## config.mk

```make
export PLATFORM = sky130hd
export DESIGN_NAME = fir_channel_scheduler
export DESIGN_NICKNAME = d
export VERILOG_FILES = /design/src/rtl/fir_channel_scheduler.sv
export SDC_FILE = /design/constraint.sdc
export NUM_CORES = 1
export LEC_CHECK = 0
export BUFFER_PORTS_ARGS = -buffer_cell sky130_fd_sc_hd__buf_2
export CORE_MARGIN = 2
export CORE_UTILIZATION = 25
export DETAILED_ROUTE_END_ITERATION = 10
export PLACE_DENSITY_LB_ADDON = 0.25
export REMOVE_ABC_BUFFERS = 1
export SLEW_MARGIN = 10
export SYNTH_ARGS = -nofsm -noshare
export SYNTH_HDL_FRONTEND = slang
export SYNTH_SLANG_ARGS = --single-unit
```

## constraint.sdc

```tcl
create_clock -name clk_in -period 4.8 [get_ports clk_in]
set_clock_uncertainty 0.15 [all_clocks]
set_input_delay 0.24 -clock clk_in [delete_from_list [all_inputs] [get_ports clk_in]]
set_output_delay 0.24 -clock clk_in [all_outputs]
set_load 0.02 [all_outputs]
```

## src/rtl/fir_channel_scheduler.sv

```systemverilog
`default_nettype none
// ============================================================================
// fir_channel_scheduler : round-robin arbiter feeding a shared serial FIR engine
// Revision: 1.0 - initial release
// ============================================================================
module fir_channel_scheduler #(
    parameter  int WIDTH   = 16,
    parameter  int NUM_CH  = 4,
    parameter  int TIMEOUT = 64,
    localparam int CH_W    = $clog2(NUM_CH)
) (
    input  logic                    clk_in,
    input  logic                    rst_n_in,
    input  logic [NUM_CH*WIDTH-1:0] ch_sample_in,
    input  logic [NUM_CH-1:0]       ch_valid_in,
    output logic signed [WIDTH-1:0] filt_audio_out,
    output logic                    filt_valid_out,
    input  logic signed [WIDTH-1:0] filt_audio_in,
    input  logic                    filt_ready_in,
    output logic signed [WIDTH-1:0] result_out,
    output logic [CH_W-1:0]         result_ch_out,
    output logic                    result_valid_out,
    output logic                    busy_out,
    output logic [NUM_CH-1:0]       overrun_out,
    output logic                    timeout_err_out,
    input  logic                    clear_err_in
);

    localparam int CNT_W = (TIMEOUT > 1) ? $clog2(TIMEOUT) : 1;
    localparam logic [CNT_W-1:0]  c_wait_last = CNT_W'(TIMEOUT - 1);
    localparam logic [NUM_CH-1:0] c_one_hot0  = NUM_CH'(1);
    localparam logic [CH_W-1:0]   c_last_rst  = CH_W'(NUM_CH - 1);

    typedef enum logic [1:0] {
        IDLE  = 2'd0,
        ISSUE = 2'd1,
        WAIT  = 2'd2,
        DONE  = 2'd3
    } state_t;

    state_t                  r_state;
    state_t                  w_state_next;

    logic signed [WIDTH-1:0] w_ch_sample [NUM_CH];
    logic signed [WIDTH-1:0] r_hold      [NUM_CH];
    logic [NUM_CH-1:0]       r_pending;
    logic [NUM_CH-1:0]       r_overrun;
    logic [NUM_CH-1:0]       w_grant_vec;
    logic [NUM_CH-1:0]       w_overrun_set;
    logic [CH_W-1:0]         r_last_grant;
    logic [CH_W-1:0]         w_win;
    logic                    w_found;
    logic                    w_grant_fire;
    logic                    w_wait_timeout;
    logic [CNT_W-1:0]        r_wait_cnt;
    logic                    r_timeout_err;
    int                      w_idx;

    genvar k;
    generate
        for (k = 0; k < NUM_CH; k++) begin : g_unpack
            assign w_ch_sample[k] = ch_sample_in[k*WIDTH +: WIDTH];
        end
    endgenerate

    // Round-robin search starting just above the most recently granted channel.
    always_comb begin
        w_win   = '0;
        w_found = 1'b0;
        w_idx   = 0;
        for (int i = 0; i < NUM_CH; i++) begin
            w_idx = int'(r_last_grant) + 1 + i;
            if (w_idx >= NUM_CH) begin
                w_idx = w_idx - NUM_CH;
            end
            if (!w_found && r_pending[CH_W'(w_idx)]) begin
                w_win   = CH_W'(w_idx);
                w_found = 1'b1;
            end
        end
    end

    assign w_grant_fire  = (r_state == IDLE) && (|r_pending);
    assign w_grant_vec   = w_grant_fire ? (c_one_hot0 << w_win) : '0;
    // A re-strobe on the channel being granted is a fresh sample, not an overrun.
    assign w_overrun_set = ch_valid_in & r_pending & ~w_grant_vec;

    always_ff @(posedge clk_in or negedge rst_n_in) begin
        if (!rst_n_in) begin
            for (int i = 0; i < NUM_CH; i++) begin
                r_hold[i] <= '0;
            end
            r_pending <= '0;
            r_overrun <= '0;
        end else begin
            for (int i = 0; i < NUM_CH; i++) begin
                if (ch_valid_in[i]) begin
                    r_hold[i] <= w_ch_sample[i];
                end
            end
            r_pending <= (r_pending & ~w_grant_vec) | ch_valid_in;
            r_overrun <= (r_overrun & ~{NUM_CH{clear_err_in}}) | w_overrun_set;
        end
    end

    always_ff @(posedge clk_in or negedge rst_n_in) begin
        if (!rst_n_in) begin
            r_state <= IDLE;
        end else begin
            r_state <= w_state_next;
        end
    end

    always_comb begin
        w_state_next     = r_state;
        filt_valid_out   = 1'b0;
        result_valid_out = 1'b0;
        w_wait_timeout   = 1'b0;
        case (r_state)
            IDLE: begin
                if (|r_pending) begin
                    w_state_next = ISSUE;
                end
            end
            ISSUE: begin
                filt_valid_out = 1'b1;
                w_state_next   = WAIT;
            end
            WAIT: begin
                if (filt_ready_in) begin
                    w_state_next = DONE;
                end else if (r_wait_cnt == c_wait_last) begin
                    w_wait_timeout = 1'b1;
                    w_state_next   = IDLE;
                end
            end
            DONE: begin
                result_valid_out = 1'b1;
                w_state_next     = IDLE;
            end
            default: begin
                w_state_next = IDLE;
            end
        endcase
    end

    always_ff @(posedge clk_in or negedge rst_n_in) begin
        if (!rst_n_in) begin
            filt_audio_out <= '0;
            r_last_grant   <= c_last_rst;
            r_wait_cnt     <= '0;
            result_out     <= '0;
            result_ch_out  <= '0;
            r_timeout_err  <= 1'b0;
        end else begin
            if (w_grant_fire) begin
                filt_audio_out <= r_hold[w_win];
                r_last_grant   <= w_win;
            end
            if (r_state == ISSUE) begin
                r_wait_cnt <= '0;
            end else if ((r_state == WAIT) && !filt_ready_in) begin
                r_wait_cnt <= r_wait_cnt + 1'b1;
            end
            if ((r_state == WAIT) && filt_ready_in) begin
                result_out    <= filt_audio_in;
                result_ch_out <= r_last_grant;
            end
            r_timeout_err <= (r_timeout_err & ~clear_err_in) | w_wait_timeout;
        end
    end

    assign busy_out        = (r_state != IDLE);
    assign overrun_out     = r_overrun;
    assign timeout_err_out = r_timeout_err;

endmodule
`default_nettype wire

```

==> results of run 1 <==
power by group through the flow:
stage | logic (mW) | clock network, mW | registers [mW]
finish | 1.55 | 1.38 | 1.43
global route | 1.70 | 1.47 | 1.46
CTS | 1.58 | 1.41 | 1.43
detailed placement | 1.52 | 0 | 1.45
global placement | 1.49 | 0 | 1.43
floorplan | 0.809 | 0 | 1.60
timing repair:
action / CTS / global route
resized for setup: 0 / 0
hold endpoints to repair: 159 / 0
hold buffers: 82 / 0
tightest hold or removal path, delay by kind of cell:
family / cells / cell delay [ps]
buffers and inverters: 2 / 180
AOI/OAI and AO/OA: 1 / 160
per-layer routing:
| layer | vias to the layer above | global-route usage |
|---|---|---|
| li1 | 1843 | - |
| met1 | 1903 | 0.178 |
| met2 | 121 | 0.225 |
| met3 | 17 | 0.0431 |
| met4 | 0 | 0.0387 |
| met5 | - | 0 |
stage by stage:
stage	util	instances	hold WS (ps)	worst slack (ps)
after floorplan	-	371	-206	1310
after global placement	0.303	768	320	2060
after detailed placement	0.303	768	322	2010
after CTS	0.378	882	31.5	1990
after global routing	0.378	882	50.3	1800
final	0.378	883	60.5	2040
state kept, by name, summed over array words and instances, names as in the netlist:
| register | cells |
|---|---|
| r_wait_cnt | 6 |
| r_last_grant | 2 |
| r_pending | 4 |
| result_out | 16 |
| overrun_out | 4 |
| r_state | 2 |
| filt_audio_out | 16 |
| timeout_err_out | 1 |
| result_ch_out | 2 |
| r_hold | 64 |
final cells by class:
class                           count  share of cell area
Inverter                            4             0.00203
Tap cell                          265              0.0449
Timing Repair Buffer              214               0.202
Antenna cell                        1            0.000339
Clock inverter                     13              0.0263
Clock buffer                       19              0.0613
Multi-Input combinational cell    250               0.266
Sequential cell                   117               0.397
final timing paths:
path / slack, ps / cells past startpoint / to / start
min reg2reg: 330 / 2 / result_ch_out[1] / result_ch_out[1]
max reg2reg: 2040 / 6 / overrun_out[2] / r_last_grant[0]
min: 60 / 3 / timeout_err_out / clear_err_in
min in group asynchronous: 400 / 2 / r_wait_cnt[3] / rst_n_in
max in group asynchronous: 2980 / 3 / r_last_grant[0] / rst_n_in
max: 2040 / 6 / overrun_out[2] / r_last_grant[0]
cell usage after synthesis, drive strengths merged, types with 3 or more instances:
master	instances	area, µm²
dfrtp	115	2880
mux2	81	912
a211oi	32	240
nand2	27	101
nor2	25	96.4
nor3	18	95.1
mux2i	17	170
clkbuf	13	48.8
o21ai	9	48.8
buf	7	38.8
nand2b	5	31.3
a21oi	4	23.8
inv	4	15.0
a21o	3	22.5
a32o	3	30.0
nand3	3	15.0
or2	3	18.8
cell families (layout without fill, tap and decap cells):
logic type	count (synthesis)	after routing	share of synthesized area
compound gates	58	58	0.0843
xor+xnor	2	2	0.00351
fa+ha+maj	1	1	0.00251
buf+inv	24	250	0.0206
flops	117	117	0.587
mux	98	98	0.217
other cells	0	1	0
simple gates	91	91	0.0850
==> metrics.txt, run 1 <==
M1 WL between 6000 and 7000 µm; vias between 3k and 4k; share of power burned in the clock network 0.316; Switching Fraction 0.362; Leak Pwr 3.28 nW; crit path kind register to register; Fin Setup TNS 0 ps; Comb pwr share 0.356; commonest non-fill, non-tap cell in the layout buf_2; internal power 2.78 mW; clock tree buffer depth 2; RSZ-0062 raised after global routing false; via-per-instance ratio approximately 4.4; 1st-iter DRT viols 133; initial antenna violation count 0; WP data arrival just under 3000 ps; Root Driver clkbuf_16; Cell Area, Synth roughly 5000 µm²; peak supply drop 0.368 mV; Max Cap Viol 0; wire per inst 15.9 µm; Hold Violations, Final 0; minimum clock period 2760 ps; post-synth cell types 40; met2 WL between 6000 and 7000 µm; f_max approximately 0.36 GHz; Die Footprint between 20,000 and 25,000 µm²; slowest stage delay, CP 790 ps; clock sink total between 100 and 150; WL met3 approximately 800 µm; Worst EP required between 4000 and 5000 ps; vias in the first global route 4,110; first-pass GRT wire length 22,400 µm; H-tree levels 4; setup bufs post-CTS 0; status finished, final reports clean; # DRC 0; total chip power approximately 4.4 mW; Main synth FF type dfrtp_1; Placer Congestion between 0.7 and 0.8; nets 693; Max Slew Vio Count 0; Hold Crit Class input port to register; First-pass DRT Iterations 4; power density cells around 590 nW/µm²; Slew @ Worst Pin between 1000 and 1500 ps; CP Launch Type register; Worst path top cell family by delay simple AND/OR/NAND/NOR gates; GR Overflow Total 0; largest net degree at the start of global routing 79; Synth Warn # 0; share of layout cells above drive strength 1 0.418; FF/Latch Area around 3000 µm²; CTS tree done; I/O Pins 130; detailed placement HPWL 9670 µm; post-synthesis sequential area ratio 0.587; Synth Instances 391; Psw between 1.5 and 2 mW; Core ar. between 15,000 and 20,000 µm²; Routed Antenna Nets 0; DIE WIDTH 145 µm; Post-DP Area 5910 µm²; multi-input logic area slightly below 2000 µm²; CTS buffer count 17; Starting Density 0.256; area grow syn2layout 48.0%; Rel. slew slack 0.328; critical path endpoint category register; top sig layer met4; FILL cells 1,934; syn avg cell area around 13 µm²; Clock Latency Late Sink about 420 ps; ys async rst share 1.00; CP Cell Sequence nand2b_1 -> a21oi_2 -> nor3_2 -> buf_4 -> nand3_1 -> a32o_1; design area 7380 µm²; standard-cell rows 51; most frequent cells in the layout buf_2, dfrtp_1, dlygate4sd3_1, mux2_2, a211oi_1; Post-Route WL between 10,000 and 15,000 µm; synthesized flop and latch total between 100 and 150; Final setup viols 0; CTS clk-pin slew, worst paths roughly 60 ps; CP max-delay cell nor3_2; Period Utilization, post-route 0.575; worst-path fanout max 18; Post-synth EDFFs 0; Die Ht approximately 150 µm; gr usage total 0.138; Crit path buffers/inverters 1; sequential share of power 0.328; # port buffers 129
(Power assumes the default switching activity.)
==> inputs of run 2 (changes only) <==
==> constraint.sdc (replaced) <==
create_clock -name clk_in -period 2.3 [get_ports clk_in]
set_clock_uncertainty 0.15 [all_clocks]
set_input_delay 0.115 -clock clk_in [delete_from_list [all_inputs] [get_ports clk_in]]
set_output_delay 0.115 -clock clk_in [all_outputs]
set_load 0.02 [all_outputs]
==> run 2 against run 1 <==
  * Global-route usage down 0.23 points
  * First-iteration DRC count up 44%
  * Die area unchanged
  * Critical endpoint is now overrun_out[3]
  * Largest cell class unchanged
  * Largest power group unchanged
==> metrics.txt, run 2 (same netlist as run 1, synthesis figures left out) <==
gr usage total 0.136; detailed placement HPWL between 9000 and 10,000 µm; Period Utilization, post-route 0.950; vias in the first global route about 4.2k; clock sink total 117; vias ~3.9k; Routed Antenna Nets 0; CP Launch Type register; CTS tree done; number of flip-flops under the largest register name 64; Max Cap Viol 0; Slew @ Worst Pin between 500 and 600 ps; antenna cells 0; fin worst setup slack approximately 120 ps; Starting Density 0.256; fin cells just under 900; minimum clock period around 2200 ps; crit path kind register to register; Post-DP Area 6030 µm²; most frequent cells in the layout buf_2, dfrtp_1, dlygate4sd3_1, mux2_2, a211oi_1; initial antenna violation count 0; First-pass DRT Iterations 4; Clock Latency Late Sink 400 ps; CTS buffer count 17; largest net degree at the start of global routing 66; 1st-iter DRT viols between 150 and 200; status finished, final reports clean; Core ar. 19,500 µm²; peak supply drop 0.451 mV; Max Slew Vio Count 0; share of layout cells above drive strength 1 0.422; wire per inst about 15 µm; Worst R2R Path Depth 6; power density cells approximately 1200 nW/µm²; DIE WIDTH 145 µm; internal power between 6 and 7 mW; commonest non-fill, non-tap cell in the layout buf_2; r2r endpoint overrun_out[3]; Placer Congestion between 0.8 and 0.9; worst hold start ch_valid_in[1]; Hold Path End r_pending[1]; Switching Fraction 0.345; via-per-instance ratio 4.39; first-pass GRT wire length between 20,000 and 25,000 µm; worst-path fanout max 6; reg-to-reg slack, setup approximately 120 ps; f_max around 0.46 GHz; Leak Pwr roughly 3.4 nW; setup bufs post-CTS 0; total chip power slightly above 9 mW; Hold Crit Class input port to register; H-tree levels 4; GR Overflow Total 0; standard-cell rows 51; Worst EP required approximately 2400 ps; critical path endpoint category register; RSZ-0062 raised after global routing false; Setup Slack @ Placement ~29 ps; # port buffers 129; I/O Pins 130; Rel. slew slack 0.653; CTS clk-pin slew, worst paths approximately 50 ps; design area 7530 µm²; area grow syn2layout 50.9%; nets 706; # DRC 0; Hold Slack 54.6 ps; Hold Violations, Final 0; WP data arrival between 2000 and 2500 ps; placed cells a little under 800; Die Footprint 21,100 µm²; share of power burned in the clock network 0.314; Psw 3.23 mW; Root Driver clkbuf_16; clock tree buffer depth 2; sequential share of power 0.318; biggest regs r_hold (64), filt_audio_out (16), result_out (16); worst reg2reg path startpoint r_last_grant[1]; Comb pwr share 0.368; Die Ht 145 µm; Post-Route WL roughly 14,000 µm; Final setup viols 0; Worst Hold Depth 3; Top reg by flops r_hold
-- run 2: cell types whose count changed in the layout (fill, tap and decap cells not counted), sizes merged --
cell,delta
clkbuf,+6
dlygate4sd3,+1
diode,-1
buf,+12
clkinv,-4
inv,-3
bufinv,+1
-- run 2: timing repair --
item | in CTS | in global routing
setup endpoints to repair | 0 | 5
resized for setup | 0 | 1
hold buffers | 83 | 0
endpoints found under the hold margin | 201 | 0
-- run 2: power groups by stage --
| stage | Clock, mW | Combinational [mW] | Sequential (mW) |
|---|---|---|---|
| after floorplan | 0 | 1.68 | 3.34 |
| after global placement | 0 | 3.30 | 2.99 |
| after detailed placement | 0 | 3.37 | 3.01 |
| after CTS | 3.02 | 3.49 | 2.98 |
| after global routing | 3.12 | 3.76 | 3.05 |
| final | 2.94 | 3.44 | 2.97 |
-- run 2: metal layers --
metal | share of wire | global-route usage | up-vias
met5 | 0 | 0 | -
met4 | 0.0096 | 0.0382 | 0
met3 | 0.060 | 0.0459 | 10
met2 | 0.48 | 0.220 | 113
met1 | 0.45 | 0.173 | 1937
li1 | - | - | 1871
-- run 2: through the flow --
step / setup TNS (ps) / utilization
after floorplan: -21700 / -
after global routing: 0 / 0.386
after global placement: 0 / 0.309
after CTS: 0 / 0.385
final: 0 / 0.386
after detailed placement: 0 / 0.309
-- run 2: worst max-delay path by stage --
stage	startpoint	endpoint	cells past startpoint
floorplan	r_last_grant[0]	overrun_out[2]	5
global placement	r_last_grant[0]	filt_audio_out[3]	7
detailed placement	r_last_grant[1]	filt_audio_out[2]	6
CTS	r_last_grant[1]	filt_audio_out[10]	6
global route	r_pending[3]	filt_audio_out[2]	6
finish	r_last_grant[1]	overrun_out[3]	6
-- run 2: final cells by class --
cell class                 instances  area, µm²
clock buffer                      25        495
clock inverter                     7        166
fill                            1937      12000
inverter                           4       15.0
multi-input combinational        250       1970
sequential                       117       2930
tap                              265        332
timing repair buffer             227       1620
-- run 2: worst max-delay path, cell delays in order, from the launching register on --
cell and delay, ps:
dfstp_2 580, inv_1 100, o22ai_1 330, buf_4 190
nor2_1 50, or3_1 420, a32o_1 270
